===== src/rtl/irq_timer_pkg.sv =====
// Shared constants for the interrupt timer: bus register map, TCON bit positions
// and the interrupt request FSM encoding.
package irq_timer_pkg;

    localparam logic [31:0] ADDR_TH   = 32'h4000_0000;
    localparam logic [31:0] ADDR_TL   = 32'h4000_0004;
    localparam logic [31:0] ADDR_TCON = 32'h4000_0008;
    localparam logic [31:0] ADDR_ICNT = 32'h4000_000C;

    localparam int TCON_TEN = 0;
    localparam int TCON_TIE = 1;
    localparam int TCON_TIF = 2;

    typedef enum logic [1:0] {
        IDLE    = 2'd0,
        PENDING = 2'd1,
        SERVICE = 2'd2
    } irq_state_t;

    function automatic logic [31:0] sat_inc(input logic [31:0] value);
        return (value == 32'hFFFF_FFFF) ? value : value + 32'd1;
    endfunction

endpackage


===== src/rtl/timer_core.sv =====
// Free-running up counter with reload register; ovf flags the cycle in which
// the counter wraps from all-ones back to the reload value.
module timer_core (
    input  logic        clk,
    input  logic        reset,
    input  logic        en,
    input  logic        th_we,
    input  logic        tl_we,
    input  logic [31:0] wdata,
    output logic [31:0] th,
    output logic [31:0] tl,
    output logic        ovf
);

    assign ovf = en && (tl == 32'hFFFF_FFFF);

    // A software write to the counter takes priority over the reload on wrap.
    always_ff @(posedge clk or negedge reset) begin
        if (!reset) begin
            th <= '0;
            tl <= '0;
        end else begin
            if (th_we) begin
                th <= wdata;
            end
            if (tl_we) begin
                tl <= wdata;
            end else if (ovf) begin
                tl <= th;
            end else if (en) begin
                tl <= tl + 32'd1;
            end
        end
    end

endmodule


===== src/rtl/irq_timer_ctrl.sv =====
// Memory-mapped timer with interrupt request logic: bus decode, TCON, taken-interrupt
// counter and the IDLE/PENDING/SERVICE request FSM around a timer_core.
module irq_timer_ctrl
    import irq_timer_pkg::*;
(
    input  logic        clk,
    input  logic        reset,
    input  logic [31:0] Addr,
    input  logic [31:0] WriteData,
    input  logic        MemWr,
    input  logic        MemRd,
    output logic [31:0] ReadData,
    input  logic        PCSupervisor,
    input  logic        IrqTaken,
    output logic        IRQ
);

    logic [31:0] th;
    logic [31:0] tl;
    logic [31:0] icnt;
    logic        ten;
    logic        tie;
    logic        tif;
    logic        ovf;
    logic        th_we;
    logic        tl_we;
    logic        tcon_we;
    irq_state_t  state;

    assign th_we   = MemWr && (Addr == ADDR_TH);
    assign tl_we   = MemWr && (Addr == ADDR_TL);
    assign tcon_we = MemWr && (Addr == ADDR_TCON);

    timer_core u_core (
        .clk   (clk),
        .reset (reset),
        .en    (ten),
        .th_we (th_we),
        .tl_we (tl_we),
        .wdata (WriteData),
        .th    (th),
        .tl    (tl),
        .ovf   (ovf)
    );

    // An enabled overflow sets TIF even if software writes TCON in the same cycle.
    always_ff @(posedge clk or negedge reset) begin
        if (!reset) begin
            ten <= 1'b0;
            tie <= 1'b0;
            tif <= 1'b0;
        end else if (tcon_we) begin
            ten <= WriteData[TCON_TEN];
            tie <= WriteData[TCON_TIE];
            tif <= WriteData[TCON_TIF] | (ovf & tie);
        end else if (ovf && tie) begin
            tif <= 1'b1;
        end
    end

    always_ff @(posedge clk or negedge reset) begin
        if (!reset) begin
            state <= IDLE;
            IRQ   <= 1'b0;
            icnt  <= '0;
        end else begin
            case (state)
                IDLE: begin
                    if (tif && tie && !PCSupervisor) begin
                        state <= PENDING;
                        IRQ   <= 1'b1;
                    end
                end
                PENDING: begin
                    if (IrqTaken) begin
                        state <= SERVICE;
                        IRQ   <= 1'b0;
                        icnt  <= sat_inc(icnt);
                    end else if (!tif || !tie) begin
                        state <= IDLE;
                        IRQ   <= 1'b0;
                    end
                end
                SERVICE: begin
                    if (!PCSupervisor) begin
                        state <= IDLE;
                    end
                end
                default: begin
                    state <= IDLE;
                    IRQ   <= 1'b0;
                end
            endcase
        end
    end

    always_comb begin
        ReadData = '0;
        if (MemRd) begin
            case (Addr)
                ADDR_TH:   ReadData = th;
                ADDR_TL:   ReadData = tl;
                ADDR_TCON: ReadData = {29'd0, tif, tie, ten};
                ADDR_ICNT: ReadData = icnt;
                default:   ReadData = '0;
            endcase
        end
    end

endmodule


===== config.mk =====
export PLATFORM = sky130hd
export DESIGN_NAME = irq_timer_ctrl
export DESIGN_NICKNAME = d
export VERILOG_FILES = /design/src/rtl/irq_timer_pkg.sv /design/src/rtl/timer_core.sv /design/src/rtl/irq_timer_ctrl.sv
export SDC_FILE = /design/constraint.sdc
export NUM_CORES = 1
export LEC_CHECK = 0
export BUFFER_PORTS_ARGS = -buffer_cell sky130_fd_sc_hd__buf_2
export CORE_MARGIN = 5
export CORE_UTILIZATION = 50
export DETAILED_ROUTE_END_ITERATION = 10
export PLACE_DENSITY = 0.72
export SYNTH_ARGS = -nofsm -noshare
export SYNTH_HDL_FRONTEND = slang
export SYNTH_SLANG_ARGS = --single-unit
export TNS_END_PERCENT = 100

===== constraint.sdc =====
create_clock -name clk -period 5 [get_ports clk]
set_input_delay 1 -clock clk [delete_from_list [all_inputs] [get_ports clk]]
set_output_delay 1 -clock clk [all_outputs]
set_load 0.005 [all_outputs]

# ---- Word-level counts from Yosys, hierarchy flattened
# Index checks and enable logic that the tools add are counted.
dict set report op_classes {
  n_bitwise 4
  n_reduce_logical 17
  eq_ne 11
  n_mux 16
  n_addsub 2
}
# op n
set ops {}
lappend ops {{$eq A32 B31 Y1 const B} 4}
lappend ops {{$mux W32} 4}
lappend ops {{$pmux W32 S4} 1}
lappend ops {{$add A32 B1 Y32 const B} 2}
lappend ops {{$eq A32 B32 Y1 const B} 2}
lappend ops {{$reduce_and A3 Y1} 3}
lappend ops {{$mux W2} 4}
lappend ops {{$logic_and A1 B1 Y1} 7}
lappend ops {{$pmux W2 S3} 1}
lappend ops {{$mux W1} 5}
lappend ops {{$ne A2 B2 Y1 const B} 2}
lappend ops {{$logic_not A1 Y1} 3}
lappend ops {{$ne A3 B3 Y1 const B} 1}
lappend ops {{$pmux W1 S3} 1}
lappend ops {{$reduce_bool A3 Y1} 1}
lappend ops {{$eq A2 B1 Y1 const B} 1}
lappend ops {{$eq A2 B2 Y1 const B} 1}
lappend ops {{$logic_not A2 Y1} 1}
lappend ops {{$not A1 Y1} 2}
lappend ops {{$reduce_bool A2 Y1} 1}
lappend ops {{$and A1 B1 Y1} 1}
lappend ops {{$logic_or A1 B1 Y1} 1}
lappend ops {{$or A1 B1 Y1} 1}
dict set report word_totals {
  out_inout_bits 33
  register_bits 102
  word_cells 58
  in_bits 70
}

# ---- Depth between registers and ports, before layout
# Gate-level depths: netlist of run 1.
dict set report logic_depth {
  ltp_word 5
  depth_mapped 9
}

# ---- By module
# From an unflattened synthesis of run 1, not the netlist that was laid out.
dict set report unflattened {
  cells_unflattened 679
  hier_area_um2 6337.3
}
# module n_inst cells_per_inst area_each_um2
set modules_own_cells {}
lappend modules_own_cells {timer_core 1 359 3559.7}
lappend modules_own_cells {irq_timer_ctrl 1 320 2777.7}

# ---- Least setup slack after synthesis of run 1
# OpenSTA, ideal clock, no wires.
dict set report synth_timing {
  path_type {input to output}
  from {input Addr[26]}
  to {output ReadData[16]}
  arrival_time_ps 2724
  required_ps 4000
  path_buffers 2
  setup_slack_ps 1276
  stages 6
  path_cell_list {or4_1 clkbuf_1 nor4_1 buf_2 a22oi_1 nor2_1}
}
dict set report synth_via {
  elab_chain_len 3
}
# item line
set synth_lines {}
lappend synth_lines {{start: declaration} irq_timer_ctrl.sv:8} ;# input logic [31:0] Addr,
lappend synth_lines {{$eq A32 B31 Y1} irq_timer_ctrl.sv:100} ;# case (Addr)
lappend synth_lines {{$pmux W32 S4 *} irq_timer_ctrl.sv:100}
lappend synth_lines {{$mux W32 *} irq_timer_ctrl.sv:99} ;# if (MemRd) begin
lappend synth_lines {{end: declaration} irq_timer_ctrl.sv:12} ;# output logic [31:0] ReadData,
# Every way passes the cells marked *; elsewhere a longest branch is shown, timed or not.

# ---- Worst setup path after layout of run 1
dict set report layout_timing {
  from {input Addr[0]}
  to {output ReadData[14]}
}
# Same word-level chain as after synthesis.

==> summary.md, run 1 <==
| Metric | Value |
|---|---|
| Core Area | `12,010 sq um` |
| Post-Place Cells | `873` |
| Crit Path Max Fanout | `18` |
| Final WS setup | `0.6024 ns` |
| CP arrival | `3.40 ns` |
| 1st-pass router iterations | `5` |
| Clk root buf | `clkbuf_16` |
| PwrDens | `236.6 nW/um^2` |
| Largest net degree at the start of global routing | `63` |
| Placed cell area | `6774 sq um` |
| Sequential fraction of the synthesis area | `41.51%` |
| Netlist Area Pre-Place | `6148 sq um` |
| Routed Antenna Nets | `0` |
| Final Hold Vio Count | `0` |
| Area grow syn2layout | `15.43%` |
| Starting Density | `51.19%` |
| Fin area | `7097 sq um` |
| Post-placement setup slack | `0.6290 ns` |
| Height of the die | `120.9 um` |
| Synth warnings | `0` |
| Die Wd | `120.9 um` |
| WL/cell | `19.50 um` |
| Final setup fails | `0` |
| Crit. End Element | `output pin` |
| GR Overflow Total | `0` |
| Antenna violations before repair | `0` |
| WS Path Type | `in2out` |
| Setup TNS Final | `0 ns` |
| N_diodes | `0` |
| # hold bufs at CTS | `0` |
| Ys flop type | `dfrtp_1` |
| Die Area | `14,610 sq um` |
| Setup Skew | `0.008717 ns` |
| DRC errors left | `0` |
| Post-CTS sizing | `0` |
| Final Max Slew Viols | `0` |
| Worst skew pair latency | `0.36 ns` |
| Post-route total power | `1.679 mW` |
| # Post-CTS Setup Buffers | `0` |
| Syn nets | `727` |
| Worst min-delay path class | `reg2reg` |
| Fin nets | `809` |
| Clk buf depth | `2` |
| Leak | `3.051 nW` |
| Input/output buffers | `102` |
| Yosys cell types | `56` |
| Post-Layout Cell Count | `889` |
| CTS tree | `yes` |
| Total GRT Usage | `24.24%` |
| Routability Congestion | `0.8812` |
| Htree depth | `3` |
| RSZ-0062 raised after global routing | `false` |
| Post-DP HPWL | `12.42 mm` |
| Io pins | `103` |
| Outcome | `completed` |
| Number of synthesized flops with an enable pin | `0` |
| Syn_area_per_cell | `9.387 sq um` |
| Layout cell share with drive strength beyond 1 | `27.22%` |
| First-pass GRT wire length | `28.03 mm` |
| Num CTS Buffers | `9` |
| Tcrit/Tclk final | `87.95%` |
| Measured slew at the worst slew-check pin | `1.007 ns` |
| Yosys reg bits | `102` |
| Fmax | `0.2274 GHz` |
| Total clock sinks | `102` |
| CTS clk-pin slew, worst paths | `0.07 ns` |
| Vias/cell | `6.260` |
| Tmin final | `4.398 ns` |
| Rows | `40` |
| Syn Inst Count | `655` |
| Maxcap violations | `0` |
| Vias in the first global route | `5,273` |
| DR vias | `5,565` |
| Peak VDD IR | `0.2237 mV` |
| Async SR Flop Fraction | `100.0%` |
| Type of origin of the critical path | `input port` |
| DRT iter0 DRCs | `619` |
| Final wirelength | `17.34 mm` |
| Worst EP required | `4.00 ns` |
| Relative slew slack | `32.85%` |
## where the power goes
group	total, mW	switching (mW)	internal [mW]
registers	0.827	0.00136	0.825
clock network	0.772	0.321	0.452
logic	0.0796	0.0461	0.0335
total	1.68	0.368	1.31
## layout make-up
type	instances	area, sq um
multi-input cells	505	3431
clock inverters	6	83.83
well taps	147	183.9
inverters	9	33.78
clock buffers	10	239.0
repair buffers	110	573.1
flip-flops and latches	102	2552
fillers	1080	4915
## state kept, by name, indices dropped and copies added (netlist names)
register	count
IRQ	1
tie	1
icnt	32
ten	1
u_core.th	32
tif	1
state	2
u_core.tl	32
## cells by family after synthesis
family,after synthesis,share of synthesized area (%)
AO/OA/AOI/OAI,131,14.59
flip-flops,102,41.51
buffers and inverters,48,3.134
XOR/XNOR,38,5.413
adder cells (fa/ha/maj),2,0.4069
multiplexers,73,13.25
AND/OR/NAND/NOR,261,21.69
## stage by stage
step           hold WS (ns)  utilization [%]
2_1_floorplan        0.4534                -
3_3_place_gp         0.4866            56.40
3_5_place_dp         0.5004            56.40
4_1_cts              0.5131            59.08
5_1_grt              0.5431            59.08
6_report             0.5079            59.08
## routing by layer
metal	share of wire [%]	wire length [um]	GRT usage, %	up-vias
met5	0	0	0	-
met4	0.99	172	5.170	0
met3	7.0	1211	5.548	16
met2	48	8259	38.49	200
met1	44	7694	34.05	2754
li1	-	-	-	2595
## synthesized netlist by cell type (2+ instances only)
cell | count | area share (%)
mux2_2 | 67 | 12
a31oi_1 | 7 | 0.71
o22a_1 | 2 | 0.28
a211oi_1 | 5 | 0.61
nor2_1 | 67 | 4.1
o21a_1 | 7 | 0.85
and4_1 | 6 | 0.85
nand4b_1 | 2 | 0.28
a21o_1 | 6 | 0.73
o21bai_1 | 3 | 0.37
and2_1 | 3 | 0.31
mux2i_1 | 6 | 0.98
inv_1 | 9 | 0.55
xor2_1 | 6 | 0.85
o21ai_0 | 20 | 1.6
buf_2 | 10 | 0.81
and3_1 | 12 | 1.2
a221oi_1 | 4 | 0.57
a41oi_1 | 3 | 0.43
nand2_1 | 52 | 3.2
nand3b_1 | 3 | 0.37
or3_1 | 4 | 0.41
nor4_1 | 14 | 1.4
nand4_1 | 25 | 2.5
nand3_1 | 34 | 2.8
and3b_1 | 2 | 0.28
nor2b_1 | 3 | 0.31
o211ai_1 | 4 | 0.49
nor3_1 | 20 | 1.6
a22o_1 | 2 | 0.28
a21oi_1 | 23 | 1.9
xnor2_1 | 32 | 4.6
dfrtp_1 | 102 | 42
nor4_2 | 2 | 0.41
o31a_1 | 3 | 0.43
a311oi_1 | 2 | 0.28
a22oi_1 | 31 | 3.8
clkbuf_1 | 28 | 1.7
or4_1 | 4 | 0.49
a2111oi_0 | 3 | 0.43
ha_1 | 2 | 0.41
## worst paths after layout
check / from / end / slack, ns / cells after the start
hold reg to reg: icnt[18] / icnt[18] / 0.51 / 1
hold / removal: icnt[18] / icnt[18] / 0.51 / 1
max in group asynchronous: reset / u_core.th[10] / 3.21 / 2
setup / recovery: Addr[0] / ReadData[14] / 0.60 / 8
min in group asynchronous: reset / u_core.tl[3] / 0.71 / 1
setup reg to reg: u_core.tl[0] / u_core.tl[12] / 1.92 / 7
## cell usage in the layout, fill, tap and decap left out, drive strengths merged, types with 16 or more instances in the layout
| master | n |
|---|---|
| o21ai | 20 |
| nor2 | 67 |
| dfrtp | 102 |
| nand3 | 35 |
| nor3 | 21 |
| a22oi | 31 |
| xnor2 | 32 |
| buf | 110 |
| nand4 | 26 |
| nand2 | 52 |
| nor4 | 16 |
| a21oi | 23 |
| mux2 | 67 |
## critical path: stages
cell     delay [ns]
buf_2          0.10
nor4_1         0.41
nand4_1        0.32
nor3_1         0.45
nand2_1        0.47
buf_4          0.37
nor2_1         0.15
buf_2          0.13
Power figures use the tool's default switching activity.
==> run 2: changes to the inputs <==
Settings changed: MAX_ROUTING_LAYER from default to met4.
Clock period 5 ns to 5.1 ns, I/O delays scaled along.
==> summary.md, run 2 (synthesis gave the netlist of run 1 again) <==
| Metric | Value |
|---|---|
| Fin nets | `809 (unchanged)` |
| Reg-to-Reg Start | `u_core.tl[0]` |
| Starting Density | `51.19% (unchanged)` |
| Fill cells | `1,031 (-4.5%)` |
| Leading cell type in the layout, fill and taps excluded | `dfrtp_1` |
| Crit Path Max Fanout | `16 (-2)` |
| Worst skew pair latency | `0.36 ns (about the same)` |
| Reg2Reg Depth | `7 (unchanged)` |
| Tcrit/Tclk final | `85.56%` |
| Die Area | `14,610 sq um (unchanged)` |
| GR Overflow Total | `0 (unchanged)` |
| Type of origin of the critical path | `input port` |
| Worst min-delay path class | `reg2reg` |
| Utilization of the core after routing | `58.94% (-0.15 points)` |
| Area grow syn2layout | `15.14%` |
| # hold bufs at CTS | `0 (unchanged)` |
| Die Wd | `120.9 um (unchanged)` |
| Most frequent cells in the layout | `dfrtp_1 (102), buf_2 (101), nor2_1 (67), mux2_2 (67), nand2_1 (52)` |
| Htree depth | `3 (unchanged)` |
| Total clock sinks | `102 (unchanged)` |
| Input/output buffers | `102 (unchanged)` |
| Measured slew at the worst slew-check pin | `1.027 ns (+0.01997 ns)` |
| Routability Congestion | `0.8735 (-0.87%)` |
| Peak VDD IR | `0.3263 mV (+46%)` |
| Placed cell area | `6774 sq um (unchanged)` |
| Min-delay src | `icnt[18]` |
| Io pins | `103 (unchanged)` |
| PwrDens | `227.2 nW/um^2 (-3.9%)` |
| CP arrival | `3.34 ns (-0.06 ns)` |
| WL/cell | `19.75 um (+1.3%)` |
| # Post-CTS Setup Buffers | `0 (unchanged)` |
| Largest regs | `icnt (32), u_core.th (32), u_core.tl (32)` |
| DRC errors left | `0 (unchanged)` |
| RSZ-0062 raised after global routing | `false` |
| Post-CTS sizing | `0 (unchanged)` |
| WS Path Type | `in2out` |
| Rows | `40 (unchanged)` |
| Total GRT Usage | `25.50% (+1.3 points)` |
| Clk root buf | `clkbuf_16` |
| Tmin final | `4.364 ns` |
| DR vias | `5,586 (+0.38%)` |
| Final Max Slew Viols | `0 (unchanged)` |
| Final setup fails | `0 (unchanged)` |
| Core Area | `12,010 sq um (unchanged)` |
| Leak | `3.035 nW (-0.50%)` |
| Final Hold Vio Count | `0 (unchanged)` |
| Routed Antenna Nets | `0 (unchanged)` |
| Relative slew slack | `31.52% (-1.3 points)` |
| Clk buf depth | `2 (unchanged)` |
| Reg2reg setup slack | `2.01 ns (+0.09 ns)` |
| CTS tree | `yes` |
| Maxcap violations | `0 (unchanged)` |
| DRT iter0 DRCs | `478 (-23%)` |
| Setup Skew | `0.008578 ns (-0.0001389 ns)` |
| Worst R2R End | `u_core.tl[12]` |
| Antenna violations before repair | `1 (+1)` |
| First-pass GRT wire length | `28.52 mm (+1.7%)` |
| Fmax | `0.2292 GHz` |
| Vias/cell | `6.276 (+0.26%)` |
| Hold path endpoint | `icnt[18]` |
| Layout cell share with drive strength beyond 1 | `27.22% (unchanged)` |
| Setup TNS Final | `0 ns (unchanged)` |
| Hold depth | `1 (unchanged)` |
| Worst EP required | `4.08 ns (+0.08 ns)` |
| Height of the die | `120.9 um (unchanged)` |
| Num CTS Buffers | `9 (unchanged)` |
| 1st-pass router iterations | `5 (unchanged)` |
| Outcome | `completed` |
| CTS clk-pin slew, worst paths | `0.07 ns (about the same)` |
| Final wirelength | `17.58 mm (+1.4%)` |
| Crit. End Element | `output pin` |
| Vias in the first global route | `5,439 (+3.1%)` |
| Largest net degree at the start of global routing | `65 (+3.2%)` |
| Fin area | `7079 sq um (-0.25%)` |
| Post-DP HPWL | `12.52 mm (+0.78%)` |
==> run 2: cell count changes in the layout (fill, tap and decap cells not counted), sizes merged <==
cell	delta
inv	+3
clkinv	-2
bufinv	-1
clkbuf	-1
clkinvlp	+1
diode	+1
==> run 2: cell type report <==
cell class	instances	area [sq um]	area share, %
antenna	1	2.502	0.03535
clock buffer	9	225.2	3.181
clock inverter	7	77.57	1.096
inverter	9	33.78	0.4772
multi-input combinational	505	3431	48.46
sequential	102	2552	36.06
tap	147	183.9	2.598
timing repair buffer	110	573.1	8.095
==> run 2: where the power goes <==
part / total, mW / switching [mW] / internal [mW]
logic: 0.0783 / 0.0454 / 0.0329
clock network: 0.720 / 0.333 / 0.387
registers: 0.810 / 0.00136 / 0.809
total: 1.61 / 0.380 / 1.23
==> run 2: critical path, stage by stage <==
cell     delay, ns
buf_2         0.10
nor4_1        0.36
nand4_1       0.30
nor3_1        0.44
and3_1        0.63
a22oi_1       0.19
nor2_1        0.15
buf_2         0.14
==> run 2: worst max path at each step <==
| stage | depth (start not counted) | startpoint | end |
|---|---|---|---|
| 5_1_grt | 8 | Addr[22] | ReadData[9] |
| 6_report | 8 | Addr[0] | ReadData[9] |
| 2_1_floorplan | 6 | Addr[26] | ReadData[16] |
| 3_5_place_dp | 8 | Addr[0] | ReadData[28] |
| 4_1_cts | 8 | Addr[0] | ReadData[28] |
| 3_3_place_gp | 8 | Addr[18] | ReadData[9] |
==> run 2: metrics by stage <==
step	worst slack [ns]	instances	hold WS [ns]	power, mW
floorplan	1.336	655	0.4534	0.8483
global placement	0.8572	873	0.4867	0.9028
detailed placement	0.7919	873	0.4868	0.9046
CTS	0.7767	889	0.4977	1.620
global route	0.5370	890	0.5335	1.673
finish	0.7363	890	0.5010	1.609
==> run 2: metal layers <==
| layer | routed length [um] | track usage, % | up-vias |
|---|---|---|---|
| li1 | - | - | 2587 |
| met5 | 0 | - | - |
| met2 | 8177 | 38.21 | 232 |
| met1 | 7833 | 34.01 | 2743 |
| met3 | 1302 | 7.552 | 24 |
| met4 | 267 | 6.728 | 0 |
